===== config.mk =====
export PLATFORM = sky130hd
export DESIGN_NAME = mips_main_control
export DESIGN_NICKNAME = d
export VERILOG_FILES = /design/src/rtl/mips_ctrl_pkg.sv /design/src/rtl/mips_main_control.sv
export SDC_FILE = /design/constraint.sdc
export NUM_CORES = 1
export LEC_CHECK = 0
export BUFFER_PORTS_ARGS = -buffer_cell sky130_fd_sc_hd__buf_2
export CAP_MARGIN = 0
export CORE_MARGIN = 4
export CORE_UTILIZATION = 37
export CTS_CLUSTER_DIAMETER = 40
export CTS_CLUSTER_SIZE = 20
export DETAILED_ROUTE_END_ITERATION = 10
export GPL_TIMING_DRIVEN = 0
export HOLD_SLACK_MARGIN = 0.15
export PLACE_DENSITY = 0.71
export SYNTH_ARGS = -nofsm -noshare
export SYNTH_HDL_FRONTEND = slang
export SYNTH_SLANG_ARGS = --single-unit

===== constraint.sdc =====
create_clock -name clk -period 1.3 [get_ports clk]
set_input_delay 0.13 -clock clk [delete_from_list [all_inputs] [get_ports clk]]
set_output_delay 0.13 -clock clk [all_outputs]
set_load 0.02 [all_outputs]

===== src/rtl/mips_ctrl_pkg.sv =====
// Shared encodings for the MIPS multi-cycle control path: FSM states, opcodes,
// and the select codes consumed by the datapath and the ALU control decoder.
package mips_ctrl_pkg;

    typedef enum logic [3:0] {
        S_FETCH  = 4'd0,
        S_DECODE = 4'd1,
        S_MEMADR = 4'd2,
        S_MEMRD  = 4'd3,
        S_MEMWB  = 4'd4,
        S_MEMWR  = 4'd5,
        S_EXEC   = 4'd6,
        S_RTWB   = 4'd7,
        S_BRANCH = 4'd8,
        S_JUMP   = 4'd9
    } state_t;

    localparam logic [5:0] OP_RTYPE = 6'b000000;
    localparam logic [5:0] OP_LW    = 6'b100011;
    localparam logic [5:0] OP_SW    = 6'b101011;
    localparam logic [5:0] OP_BEQ   = 6'b000100;
    localparam logic [5:0] OP_J     = 6'b000010;

    localparam logic [1:0] ALUOP_ADD   = 2'b00;
    localparam logic [1:0] ALUOP_SUB   = 2'b01;
    localparam logic [1:0] ALUOP_FUNCT = 2'b10;

    localparam logic [1:0] SRCB_REG   = 2'b00;
    localparam logic [1:0] SRCB_FOUR  = 2'b01;
    localparam logic [1:0] SRCB_IMM   = 2'b10;
    localparam logic [1:0] SRCB_IMMSH = 2'b11;

    localparam logic [1:0] PCSRC_ALU    = 2'b00;
    localparam logic [1:0] PCSRC_ALUOUT = 2'b01;
    localparam logic [1:0] PCSRC_JUMP   = 2'b10;

    function automatic logic op_supported(input logic [5:0] op);
        return (op == OP_RTYPE) || (op == OP_LW) || (op == OP_SW) ||
               (op == OP_BEQ)   || (op == OP_J);
    endfunction

endpackage


===== src/rtl/mips_main_control.sv =====
// Moore main control FSM for the multi-cycle MIPS datapath. Outputs decode the
// registered state only, except FETCH's PC/IR writes which wait on mem_ready.
module mips_main_control
    import mips_ctrl_pkg::*;
(
    input  logic       clk,
    input  logic       reset,
    input  logic [5:0] opcode,
    input  logic       mem_ready,
    output logic       pcwrite,
    output logic       pcwritecond,
    output logic       iord,
    output logic       memread,
    output logic       memwrite,
    output logic       irwrite,
    output logic       memtoreg,
    output logic       regdst,
    output logic       regwrite,
    output logic       alusrca,
    output logic [1:0] alusrcb,
    output logic [1:0] pcsource,
    output logic [1:0] aluop,
    output logic       illegal_op,
    output logic [3:0] state_dbg
);

    state_t state, state_nxt;

    always_ff @(posedge clk) begin
        if (reset) state <= S_FETCH;
        else       state <= state_nxt;
    end

    always_comb begin
        state_nxt = S_FETCH;
        case (state)
            S_FETCH:  state_nxt = mem_ready ? S_DECODE : S_FETCH;
            S_DECODE: begin
                case (opcode)
                    OP_LW, OP_SW: state_nxt = S_MEMADR;
                    OP_RTYPE:     state_nxt = S_EXEC;
                    OP_BEQ:       state_nxt = S_BRANCH;
                    OP_J:         state_nxt = S_JUMP;
                    default:      state_nxt = S_FETCH;
                endcase
            end
            S_MEMADR: state_nxt = (opcode == OP_SW) ? S_MEMWR : S_MEMRD;
            S_MEMRD:  state_nxt = mem_ready ? S_MEMWB : S_MEMRD;
            S_MEMWR:  state_nxt = mem_ready ? S_FETCH : S_MEMWR;
            S_EXEC:   state_nxt = S_RTWB;
            // MEMWB, RTWB, BRANCH, JUMP and any stray encoding all return to FETCH
            default:  state_nxt = S_FETCH;
        endcase
    end

    always_comb begin
        pcwrite     = 1'b0;
        pcwritecond = 1'b0;
        iord        = 1'b0;
        memread     = 1'b0;
        memwrite    = 1'b0;
        irwrite     = 1'b0;
        memtoreg    = 1'b0;
        regdst      = 1'b0;
        regwrite    = 1'b0;
        alusrca     = 1'b0;
        alusrcb     = SRCB_REG;
        pcsource    = PCSRC_ALU;
        aluop       = ALUOP_ADD;
        illegal_op  = 1'b0;
        case (state)
            S_FETCH: begin
                memread = 1'b1;
                alusrcb = SRCB_FOUR;
                irwrite = mem_ready;
                pcwrite = mem_ready;
            end
            S_DECODE: begin
                alusrcb    = SRCB_IMMSH;
                illegal_op = !op_supported(opcode);
            end
            S_MEMADR: begin
                alusrca = 1'b1;
                alusrcb = SRCB_IMM;
            end
            S_MEMRD: begin
                memread = 1'b1;
                iord    = 1'b1;
            end
            S_MEMWB: begin
                regwrite = 1'b1;
                memtoreg = 1'b1;
            end
            S_MEMWR: begin
                memwrite = 1'b1;
                iord     = 1'b1;
            end
            S_EXEC: begin
                alusrca = 1'b1;
                aluop   = ALUOP_FUNCT;
            end
            S_RTWB: begin
                regwrite = 1'b1;
                regdst   = 1'b1;
            end
            S_BRANCH: begin
                alusrca     = 1'b1;
                aluop       = ALUOP_SUB;
                pcwritecond = 1'b1;
                pcsource    = PCSRC_ALUOUT;
            end
            S_JUMP: begin
                pcwrite  = 1'b1;
                pcsource = PCSRC_JUMP;
            end
            default: ;
        endcase
    end

    assign state_dbg = state;

endmodule


==> results.sh <==
export IMPL_grt_max_degree=11
export IMPL_worstPathRequired_ns=1.17
export IMPL_power_uw=589
export IMPL_cts_sinks=4
export IMPL_synth_edf_count=0
export IMPL_clock_latency_ns=0.25
export IMPL_area_growth_pct=126
export IMPL_diodes=0
export IMPL_hpwlAfterDp_mm=1.12
export IMPL_p_leak_uw=0.000490
export IMPL_syn_avg_cell_area_um2=7.16
export IMPL_drt_iter0_drc=24
export IMPL_die_w_um=45.3
export IMPL_finalMaxSlewViolations=0
export IMPL_combinationalPowerShare_pct=48.9
export IMPL_crit_chain="buf_8 > nand2b_4 > nor3_2 > buf_4"
export IMPL_netlist_instances=72
export IMPL_path_class="reg2out"
export IMPL_rows=13
export IMPL_vias=807
export IMPL_io_buffers=29
export IMPL_swShare_pct=37.3
export IMPL_start_util_pct=39.6
export IMPL_grt_pass1_vias=698
export IMPL_dr_pass1_iters=4
export IMPL_grt_pass1_wl_mm=3.10
export IMPL_hp_class="in2reg"
export IMPL_violations="negative setup slack"
export IMPL_cts_buffers=3
export IMPL_grt_usage_pct=20.9
export IMPL_clkPwrFrac_pct=28.4
export IMPL_pre_cts_ws_ns=-0.0904
export IMPL_cpPeakStageDelay_ns=0.37
export IMPL_wire_per_inst_um=18.6
export IMPL_coreArea_um2=1300
export IMPL_netSwitchingPower_uw=220
export IMPL_cts_buffer_depth=2
export IMPL_synthesis_area_um2=515
export IMPL_syn_nets=81
export IMPL_avgViaCountPerCell=5.93
export IMPL_maxSlewHeadroom_pct=77.9
export IMPL_die_y_um=45.3
export IMPL_synth_top_cell_by_area="dfxtp_1"
export IMPL_seq_area_frac_synth_pct=15.5
export IMPL_dieArea_um2=2050
export IMPL_tightest_slew_ns=0.327
export IMPL_min_period_ns=1.45
export IMPL_largest_reg_flops=4
export IMPL_final_common_cell="buf_4"
export IMPL_ys_top_cells_by_area="dfxtp_1 (16%), nor3_1 (6.8%), nor2_1 (6.6%), a21oi_1 (5.8%), clkbuf_8 (5.3%)"
export IMPL_root_buffer="clkbuf_4"
export IMPL_antenna_found_initial=0
export IMPL_ant_nets=0
export IMPL_yosys_warnings=0
export IMPL_power_internal_uw=370
export IMPL_final_net_count=132
export IMPL_fmax_mhz=691
export IMPL_tritoncts="built"
export IMPL_drive_gt1_share_pct=71.9
export IMPL_seq_power_share_pct=22.7
export IMPL_setup_ws_ns=-0.147
export IMPL_hold_violations=0
export IMPL_yosys_most_used_dff="dfxtp_1"
export IMPL_mostFrequentLayoutCells="buf_4 (20), buf_2 (13), buf_6 (11)"
export IMPL_period_share_pct=111
export IMPL_drv_cap=0
export IMPL_drc=0
export IMPL_skew_ns=0.0107
export IMPL_p_per_area_nw_per_um2=505
export IMPL_status="finished with violations"
export IMPL_cts_clk_slew_worst_paths_ns=0.04
export IMPL_rsz0062_at_grt="true"
export IMPL_tns_ns=-1.49
export IMPL_synthArstFlopShare_pct=0
export IMPL_yosysUniqueCellTypes=33
export IMPL_startpoint_type="register"
export IMPL_critPathMaxFanout=7
export IMPL_wirelength_mm=2.53
export IMPL_end_kind="primary output"
export IMPL_synthDominantCellAreaShare_pct=15.5
export IMPL_finalSetupViolCount=17
export IMPL_peakVddDrop_mv=0.586
export IMPL_fill_cells=62
export IMPL_io_pins=30
export IMPL_gp_congestion=0.776
export IMPL_overflow=0
export IMPL_cp_arrival_ns=1.32
export IMPL_synth_seq_cells=4
export IMPL_htreeDepth=1
export IMPL_slowest_stage="dfxtp_4"
what timing repair did:
action	CTS	global route
resized for setup	45	27
hold buffers	2	0
hold endpoints to repair	1	0
setup endpoints to repair	20	20
gates cloned	1	0
buffers inserted	12	5
pin swaps	8	10
cells in the mapped netlist, types with 2 or more instances:
master	number
clkbuf_8	2
a21oi_1	6
a31oi_1	2
dfxtp_1	4
o21ai_0	2
xnor2_1	2
nand2b_1	4
nor2b_1	2
nor3b_1	2
nor4_1	2
buf_6	2
nor2_1	9
a22oi_1	2
nor3_1	7
nand3b_1	2
buf_4	2
nand2_1	4
power by group through the flow:
stage	combinational [uW]	sequential [uW]	clock [uW]
2_1_floorplan	121	139	0
3_3_place_gp	180	133	0
3_5_place_dp	183	133	0
4_1_cts	240	136	163
5_1_grt	303	135	175
6_report	288	134	167
worst paths after layout:
kind                                    from  slack [ns]  depth (start not counted)           end
worst max register to register  state_dbg[2]           0                          4  state_dbg[2]
worst min register to register  state_dbg[2]        0.65                          2  state_dbg[2]
worst max-delay path            state_dbg[2]       -0.15                          4      aluop[0]
worst min-delay path               opcode[2]        0.23                          3  state_dbg[3]
layout make-up:
type | instances | area [um2] | share of cell area, %
Sequential cell | 4 | 95.1 | 8.15
Tap cell | 15 | 18.8 | 1.61
Clock buffer | 3 | 22.5 | 1.93
Inverter | 1 | 3.75 | 0.322
Buffer | 5 | 91.3 | 7.82
Multi-Input combinational cell | 59 | 546 | 46.7
Timing Repair Buffer | 49 | 390 | 33.4
per-stage QoR:
step           utilization, %  hold slack (ns)  instances  area, um2
3_3_place_gp             56.6            0.324        116        737
3_5_place_dp             56.6            0.319        116        737
6_report                 89.7            0.229        136       1170
4_1_cts                  79.6            0.220        131       1040
5_1_grt                  89.7            0.242        136       1170
2_1_floorplan               -            0.199         72        573
layer usage:
metal	wire [um]	GRT usage (%)	vias to the layer above
li1	-	-	365
met5	0	0	-
met4	116	6.43	0
met2	1340	38.1	50
met1	930	23.3	375
met3	138	5.18	17
worst max-delay path: cells and delay by family, from the launching register on:
kind | cells | cell delay (ns)
flip-flops | 1 | 0.37
AND/OR/NAND/NOR | 2 | 0.36
buffers and inverters | 2 | 0.33
kinds of logic (layout without fill, tap and decap cells):
group,count (synthesis),count (layout),share of synthesized area (%)
AOI/OAI and AO/OA,18,18,23.1
and+or+nand+nor,39,39,43.0
DFF,4,4,15.5
buffers and inverters,9,58,15.0
xor gates and xnor gates,2,2,3.40
Power figures use the tool's default switching activity.
